[src/rtl/dwc_pkg.sv]
// Shared definitions for the data-width-converter write-response path:
// BRESP encodings, merge FSM states and the worst-case response merge.
package dwc_pkg;

   localparam logic [1:0] RESP_OKAY   = 2'b00;
   localparam logic [1:0] RESP_EXOKAY = 2'b01;
   localparam logic [1:0] RESP_SLVERR = 2'b10;
   localparam logic [1:0] RESP_DECERR = 2'b11;

   typedef enum logic [1:0] {
      ST_IDLE    = 2'd0,
      ST_COLLECT = 2'd1,
      ST_HOLD    = 2'd2
   } merge_state_e;

   // EXOKAY ranks below OKAY so it only survives when every beat was EXOKAY.
   function automatic logic [1:0] resp_rank(input logic [1:0] resp);
      logic [1:0] rank;
      case (resp)
         RESP_EXOKAY: rank = 2'd0;
         RESP_OKAY:   rank = 2'd1;
         RESP_SLVERR: rank = 2'd2;
         default:     rank = 2'd3;
      endcase
      return rank;
   endfunction

   function automatic logic [1:0] resp_merge(input logic [1:0] a, input logic [1:0] b);
      return (resp_rank(b) > resp_rank(a)) ? b : a;
   endfunction

endpackage

[src/rtl/dwc_sync_fifo.sv]
// Registered synchronous FIFO, head readable the cycle after the push.
// Full accepts a write only alongside a read; reads of an empty FIFO are ignored.
module dwc_sync_fifo #(
   parameter int WIDTH = 8,
   parameter int DEPTH = 4
) (
   input  logic                             clk,
   input  logic                             rst_n,
   input  logic                             wr_en,
   input  logic [WIDTH-1:0]                 wr_dat,
   input  logic                             rd_en,
   output logic [WIDTH-1:0]                 rd_dat,
   output logic                             full,
   output logic                             empty,
   output logic [$clog2(DEPTH+1)-1:0]       level
);

   localparam int PTR_W = $clog2(DEPTH);
   localparam int LVL_W = $clog2(DEPTH+1);

   logic [WIDTH-1:0] mem [DEPTH];
   logic [PTR_W-1:0] wr_ptr;
   logic [PTR_W-1:0] rd_ptr;
   logic             do_wr;
   logic             do_rd;

   assign full   = (level == LVL_W'(DEPTH));
   assign empty  = (level == '0);
   assign do_rd  = rd_en & ~empty;
   assign do_wr  = wr_en & (~full | do_rd);
   assign rd_dat = mem[rd_ptr];

   always_ff @(posedge clk) begin
      if (do_wr) mem[wr_ptr] <= wr_dat;
   end

   always_ff @(posedge clk or negedge rst_n) begin
      if (!rst_n) begin
         wr_ptr <= '0;
         rd_ptr <= '0;
         level  <= '0;
      end else begin
         if (do_wr) wr_ptr <= (wr_ptr == PTR_W'(DEPTH-1)) ? '0 : wr_ptr + PTR_W'(1);
         if (do_rd) rd_ptr <= (rd_ptr == PTR_W'(DEPTH-1)) ? '0 : rd_ptr + PTR_W'(1);
         case ({do_wr, do_rd})
            2'b10:   level <= level + LVL_W'(1);
            2'b01:   level <= level - LVL_W'(1);
            default: level <= level;
         endcase
      end
   end

endmodule

[src/rtl/dwc_bresp_merge.sv]
// Merges cnt+1 slave B responses per command into one master B (worst BRESP, last BUSER), 1 cycle after the last beat.
// Slave B stalls while the FIFO is empty or a master B is pending with MASTER_BREADY low.
module dwc_bresp_merge
   import dwc_pkg::*;
#(
   parameter int ID_WIDTH       = 1,
   parameter int USER_WIDTH     = 1,
   parameter int CNT_WIDTH      = 4,
   parameter int CMD_FIFO_DEPTH = 4
) (
   input  logic                  ACLK,
   input  logic                  sysReset,
   input  logic                  cmd_wr_en,
   input  logic [ID_WIDTH-1:0]   cmd_wr_id,
   input  logic [CNT_WIDTH-1:0]  cmd_wr_cnt,
   output logic                  cmd_fifo_full,
   input  logic [ID_WIDTH-1:0]   SLAVE_BID,
   input  logic [1:0]            SLAVE_BRESP,
   input  logic [USER_WIDTH-1:0] SLAVE_BUSER,
   input  logic                  SLAVE_BVALID,
   output logic                  SLAVE_BREADY,
   output logic [ID_WIDTH-1:0]   MASTER_BID,
   output logic [1:0]            MASTER_BRESP,
   output logic [USER_WIDTH-1:0] MASTER_BUSER,
   output logic                  MASTER_BVALID,
   input  logic                  MASTER_BREADY,
   output logic                  id_mismatch_err,
   output logic                  cmd_overflow_err
);

   localparam int CMD_W = ID_WIDTH + CNT_WIDTH;
   localparam int LVL_W = $clog2(CMD_FIFO_DEPTH+1);

   merge_state_e          state, state_nxt;
   logic [CMD_W-1:0]      head_dat;
   logic [ID_WIDTH-1:0]   head_id;
   logic [CNT_WIDTH-1:0]  head_cnt;
   logic                  fifo_empty;
   logic [LVL_W-1:0]      fifo_level;
   logic [LVL_W-1:0]      level_nxt;
   logic [CNT_WIDTH-1:0]  sub_cnt;
   logic [1:0]            acc_resp;
   logic [USER_WIDTH-1:0] acc_user;
   logic [1:0]            merged_resp;
   logic                  slave_hs;
   logic                  last_beat;
   logic                  push_acc;
   logic                  bvalid_nxt;

   dwc_sync_fifo #(
      .WIDTH (CMD_W),
      .DEPTH (CMD_FIFO_DEPTH)
   ) u_cmd_fifo (
      .clk    (ACLK),
      .rst_n  (sysReset),
      .wr_en  (cmd_wr_en),
      .wr_dat ({cmd_wr_id, cmd_wr_cnt}),
      .rd_en  (last_beat),
      .rd_dat (head_dat),
      .full   (cmd_fifo_full),
      .empty  (fifo_empty),
      .level  (fifo_level)
   );

   assign head_id  = head_dat[CMD_W-1:CNT_WIDTH];
   assign head_cnt = head_dat[CNT_WIDTH-1:0];

   assign MASTER_BVALID    = (state == ST_HOLD);
   assign SLAVE_BREADY     = ~fifo_empty & (~MASTER_BVALID | MASTER_BREADY);
   assign slave_hs         = SLAVE_BVALID & SLAVE_BREADY;
   assign last_beat        = slave_hs & (sub_cnt == head_cnt);
   assign push_acc         = cmd_wr_en & (~cmd_fifo_full | last_beat);
   assign cmd_overflow_err = cmd_wr_en & cmd_fifo_full & ~last_beat;
   assign id_mismatch_err  = slave_hs & (SLAVE_BID != head_id);

   // First beat of a command seeds the merge so nothing leaks across commands.
   assign merged_resp = (sub_cnt == '0) ? SLAVE_BRESP : resp_merge(acc_resp, SLAVE_BRESP);

   always_comb begin
      bvalid_nxt = last_beat | (MASTER_BVALID & ~MASTER_BREADY);
      level_nxt  = fifo_level + LVL_W'(push_acc) - LVL_W'(last_beat);
      state_nxt  = state;
      if (bvalid_nxt)
         state_nxt = ST_HOLD;
      else if (level_nxt != '0)
         state_nxt = ST_COLLECT;
      else
         state_nxt = ST_IDLE;
   end

   always_ff @(posedge ACLK or negedge sysReset) begin
      if (!sysReset)
         state <= ST_IDLE;
      else
         state <= state_nxt;
   end

   always_ff @(posedge ACLK or negedge sysReset) begin
      if (!sysReset) begin
         sub_cnt      <= '0;
         acc_resp     <= '0;
         acc_user     <= '0;
         MASTER_BID   <= '0;
         MASTER_BRESP <= '0;
         MASTER_BUSER <= '0;
      end else if (slave_hs) begin
         if (last_beat) begin
            MASTER_BID   <= head_id;
            MASTER_BRESP <= merged_resp;
            MASTER_BUSER <= SLAVE_BUSER;
            sub_cnt      <= '0;
            acc_resp     <= '0;
            acc_user     <= '0;
         end else begin
            sub_cnt  <= sub_cnt + CNT_WIDTH'(1);
            acc_resp <= merged_resp;
            acc_user <= SLAVE_BUSER;
         end
      end
   end

endmodule

[config.mk]
export PLATFORM = sky130hd
export DESIGN_NAME = dwc_bresp_merge
export DESIGN_NICKNAME = d
export VERILOG_FILES = /design/src/rtl/dwc_pkg.sv /design/src/rtl/dwc_sync_fifo.sv /design/src/rtl/dwc_bresp_merge.sv
export SDC_FILE = /design/constraint.sdc
export NUM_CORES = 1
export LEC_CHECK = 0
export CORE_MARGIN = 2
export CORE_UTILIZATION = 45
export CTS_CLUSTER_DIAMETER = 200
export DETAILED_ROUTE_END_ITERATION = 12
export GPL_TIMING_DRIVEN = 0
export PLACE_DENSITY_LB_ADDON = 0.2
export SETUP_SLACK_MARGIN = 0.1
export SLEW_MARGIN = 30
export SYNTH_ARGS = -nofsm -noshare
export SYNTH_HDL_FRONTEND = slang
export SYNTH_SLANG_ARGS = --single-unit
[constraint.sdc]
create_clock -name ACLK -period 6.1 [get_ports ACLK]
set_input_delay 1.22 -clock ACLK [delete_from_list [all_inputs] [get_ports ACLK]]
set_output_delay 1.22 -clock ACLK [all_outputs]
set_load 0.01 [all_outputs]
==> results of run 1 <==
## state kept, by name, summed over array words and instances, names as in the netlist
register	cells
sub_cnt	4
state	2
u_cmd_fifo.wr_ptr	2
acc_resp	2
u_cmd_fifo.mem	20
u_cmd_fifo.level	3
u_cmd_fifo.rd_ptr	2
MASTER_BUSER	1
MASTER_BID	1
MASTER_BRESP	2
## cell usage after synthesis, types with 2 or more instances
library cell / count / area, µm²
sky130_fd_sc_hd__nand3_1: 2 / 10.0
sky130_fd_sc_hd__buf_2: 2 / 10.0
sky130_fd_sc_hd__inv_1: 13 / 48.8
sky130_fd_sc_hd__a21oi_1: 4 / 20.0
sky130_fd_sc_hd__xnor2_1: 8 / 70.1
sky130_fd_sc_hd__edfxtp_1: 20 / 601
sky130_fd_sc_hd__nand2_1: 9 / 33.8
sky130_fd_sc_hd__or2_2: 2 / 12.5
sky130_fd_sc_hd__dfrtp_1: 19 / 475
sky130_fd_sc_hd__a211oi_1: 2 / 15.0
sky130_fd_sc_hd__mux4_2: 5 / 113
sky130_fd_sc_hd__fa_1: 2 / 40.0
sky130_fd_sc_hd__nor2_1: 11 / 41.3
sky130_fd_sc_hd__xor2_1: 2 / 17.5
sky130_fd_sc_hd__nor3b_1: 2 / 15.0
sky130_fd_sc_hd__ha_1: 15 / 188
sky130_fd_sc_hd__nor3_1: 2 / 10.0
sky130_fd_sc_hd__mux2i_1: 5 / 50.1
sky130_fd_sc_hd__o31ai_1: 2 / 15.0
sky130_fd_sc_hd__and2_1: 5 / 31.3
sky130_fd_sc_hd__mux2_2: 7 / 78.8
sky130_fd_sc_hd__clkbuf_1: 2 / 7.51
## power by group through the flow
stage                     Combinational [mW]  Clock (mW)  Sequential (mW)
after floorplan                        0.364           0            0.422
after global placement                 0.483           0            0.425
after detailed placement               0.507           0            0.431
after CTS                              0.512       0.225            0.424
after global routing                   0.566       0.235            0.435
final                                  0.500       0.219            0.423
## per-layer routing
layer | GRT usage [%] | wire, µm
met5 | 0 | 0
met1 | 19.6 | 1500
met3 | 3.99 | 141
met4 | 4.40 | 36
met2 | 25.2 | 1690
## logic make-up (layout without fill, tap and decap cells)
family | after synthesis | after routing | share of synthesized area, %
flops | 39 | 39 | 53.9
compound gates | 13 | 13 | 4.32
fa+ha+maj | 17 | 17 | 11.4
mux | 17 | 17 | 12.1
buf+inv | 18 | 47 | 3.69
simple gates | 39 | 39 | 10.3
xor+xnor | 10 | 10 | 4.38
## worst register-to-register path, stage by stage, from the launching register on
cell	delay (ns)
sky130_fd_sc_hd__dfrtp_1	0.35
sky130_fd_sc_hd__buf_2	0.23
sky130_fd_sc_hd__mux4_2	0.54
sky130_fd_sc_hd__xnor2_1	0.15
sky130_fd_sc_hd__nand3_1	0.14
sky130_fd_sc_hd__nor3_4	0.30
sky130_fd_sc_hd__buf_2	0.31
sky130_fd_sc_hd__ha_1	0.16
sky130_fd_sc_hd__inv_1	0.04
sky130_fd_sc_hd__ha_1	0.20
sky130_fd_sc_hd__fa_1	0.39
sky130_fd_sc_hd__xnor2_1	0.16
sky130_fd_sc_hd__xnor2_1	0.15
sky130_fd_sc_hd__nor3_1	0.14
sky130_fd_sc_hd__nor2_1	0.06
## layout make-up
type,instances,area share (%)
buffer,5,1.05
clock buffer,5,2.89
clock inverter,3,1.94
inverter,13,2.05
multi-input combinational,96,35.6
sequential,39,45.1
tap,52,2.73
timing repair buffer,21,8.61
## per-stage QoR
stage | cell area, µm² | utilization, %
after floorplan | 2000 | -
after global placement | 2270 | 52.6
after detailed placement | 2270 | 52.6
after CTS | 2390 | 55.2
after global routing | 2380 | 55.1
final | 2380 | 55.1
## path summary, 6_finish.rpt
kind | to | slack (ns) | from | depth (start not counted)
setup reg to reg | state[0] | 2.68 | u_cmd_fifo.rd_ptr[0] | 14
max in group asynchronous | u_cmd_fifo.wr_ptr[0] | 4.91 | sysReset | 1
setup / recovery | cmd_overflow_err | 1.44 | MASTER_BREADY | 8
min in group asynchronous | sub_cnt[3] | 0.86 | sysReset | 1
hold / removal | MASTER_BID | 0.53 | MASTER_BID | 1
hold reg to reg | MASTER_BID | 0.53 | MASTER_BID | 1
==> results.py, run 1 <==
metrics = {
    "floorplan": {
        "die_w_um": 70.6,
        "fp.dieArea_mm2": 0.00499,
        "core_area_mm2": 0.00432,
        "die_outline_height_um": 70.6,
        "io_pins": 23,
        "rows": 24,
        "start_util_pct": 46.2,
    },
    "synthesis": {
        "post_synth_inst_count": 153,
        "post_synthesis_instance_area_mm2": 0.00200,
        "syn-num-nets": 184,
        "avgSynthCellArea_um2": 13.1,
        "synth-seq-area-share_pct": 53.9,
        "ys.flop_type": "sky130_fd_sc_hd__edfxtp_1",
        "yosys_register_bits": 39,
        "ys_warn_count": 0,
        "asyncSetResetFlopFracSynth_pct": 48.7,
        "synth_enable_flop_cells": 20,
        "netlist-cell-type-count": 34,
    },
    "setup_path": {
        "critical_path.n_buffers_inverters": 3,
        "crit_slowest_cell": "sky130_fd_sc_hd__clkdlybuf4s50_1",
        "critical-path-max-stage-delay_ns": 0.48,
        "setup.worst_path.end_class": "output pin",
        "cp.required_ns": 4.88,
        "worst_endpoint_data_arrival_time_ns": 3.44,
        "crit_path_max_fanout": 10,
        "critical_path_cell_by_cell": "clkdlybuf4s50_1, nor3b_1, nor2_1, nand2_1, nor3_4, buf_2, nor3b_1, clkdlybuf4s50_1",
        "critPathTopFamily": "buffers and inverters",
        "critPathKind": "in2out",
        "cp-start-kind": "input pin",
    },
    "job": {
        "drv.max_cap_violation_count": 0,
    },
    "clocking": {
        "ctsResizeCount": 0,
        "cts_tree": "yes",
        "cts-buffers-inserted": 5,
        "ctsHtreeMaxLevel": 2,
        "tritoncts_num_sinks": 39,
        "post-cts-setup-buffers": 0,
        "maximum_buffer_depth_of_the_clock_tree": 2,
        "path_clk_slew_ns": 0.08,
        "root_buffer": "sky130_fd_sc_hd__clkbuf_8",
        "ctsHoldBuffers": 0,
        "clk-insertion-delay-late_ns": 0.29,
    },
    "sta": {
        "min_period_over_period_pct": 76.3,
        "hold_violations": 0,
        "slew_at_the_pin_closest_to_its_max_slew_limit_ns": 0.460,
        "setup-tns-final_ns": 0,
        "timing.slew.headroom_pct": 69.3,
        "timing.final.crit_period_ns": 4.66,
        "timing.final.max_slew_violations": 0,
        "grt_setup_unrepaired": "no",
        "tightest_hold_margin_ns": 0.533,
        "worst_slack_ns": 1.44,
        "setup_skew_ns": 0.00811,
        "setup_violations": 0,
        "achievable-frequency_mhz": 215,
    },
    "detailed_routing": {
        "first_iter_violations": 37,
        "drt_wl_total_um": 3370,
        "detail-route-antenna-nets": 0,
        "post-route-drc-count": 0,
        "route.vias.total": 1197,
        "drt-vias-per-instance": 5.12,
        "firstDrtPassIters": 4,
        "route.detailed.wl_per_inst_um": 14.4,
    },
    "power_and_ir_drop": {
        "power.net_switching_mw": 0.399,
        "comb_power_share_pct": 43.8,
        "pwr-share-seq_pct": 37.1,
        "total_power_mw": 1.14,
        "p_int_mw": 0.743,
        "p_clk_share_pct": 19.2,
        "vdd_ir_drop_max_mv": 0.237,
        "p_leak_nw": 0.972,
        "pwr_density_cell_mw_per_mm2": 479,
        "power.share.switching_pct": 35.0,
    },
    "finish": {
        "fillCellCount": 381,
        "flow.area_growth_from_synthesis_pct": 19.3,
        "finalNetCount": 212,
        "layout.area.seq_mm2": 0.00108,
        "final-instance-count-excl-fill": 234,
        "num_antenna_cells": 0,
        "post_route_cells_drive_above_1_share_pct": 15.4,
        "multi_input_comb_area_um2": 848,
        "final_cell_mix": "sky130_fd_sc_hd__clkdlybuf4s50_1, sky130_fd_sc_hd__edfxtp_1, sky130_fd_sc_hd__dfrtp_1",
    },
    "grt": {
        "grt_pass1_wl_um": 5800,
        "grt_start_max_net_pins": 20,
        "antenna_found_initial": 0,
        "grt_remaining_overflow": 0,
        "grt.total_usage_pct": 15.1,
        "vias_in_the_first_global_route": 1219,
    },
    "place": {
        "worst_setup_timing_slack_at_the_placement_stage_ns": 1.45,
        "place.detailed.hpwl_um": 2530,
        "placedCellCount": 226,
        "buffer_ports.inserted": 21,
        "gpl.final_weighted_congestion": 0.757,
    },
    "status": {
        "outcome": "finished clean",
    },
    "hold_path": {
        "path_category_of_the_worst_min_delay_check": "reg2reg",
    },
}
Power figures use the tool's default switching activity.
==> inputs of run 2 (changes only) <==
Clock period 6.1 ns to 4.45 ns, I/O delays scaled along.
==> results of run 2 <==
Same layout as run 1 (identical final DEF). Status: finished clean.
Main changes from that run: setup slack after placement 1.45 ns -> 0.457 ns; setup slack after layout 1.44 ns -> 0.454 ns; hold slack 0.533 ns -> 0.530 ns; register-to-register setup slack 2.68 ns -> 1.03 ns; total power 1.14 mW -> 1.57 mW; worst IR drop on VDD 0.237 mV -> 0.325 mV
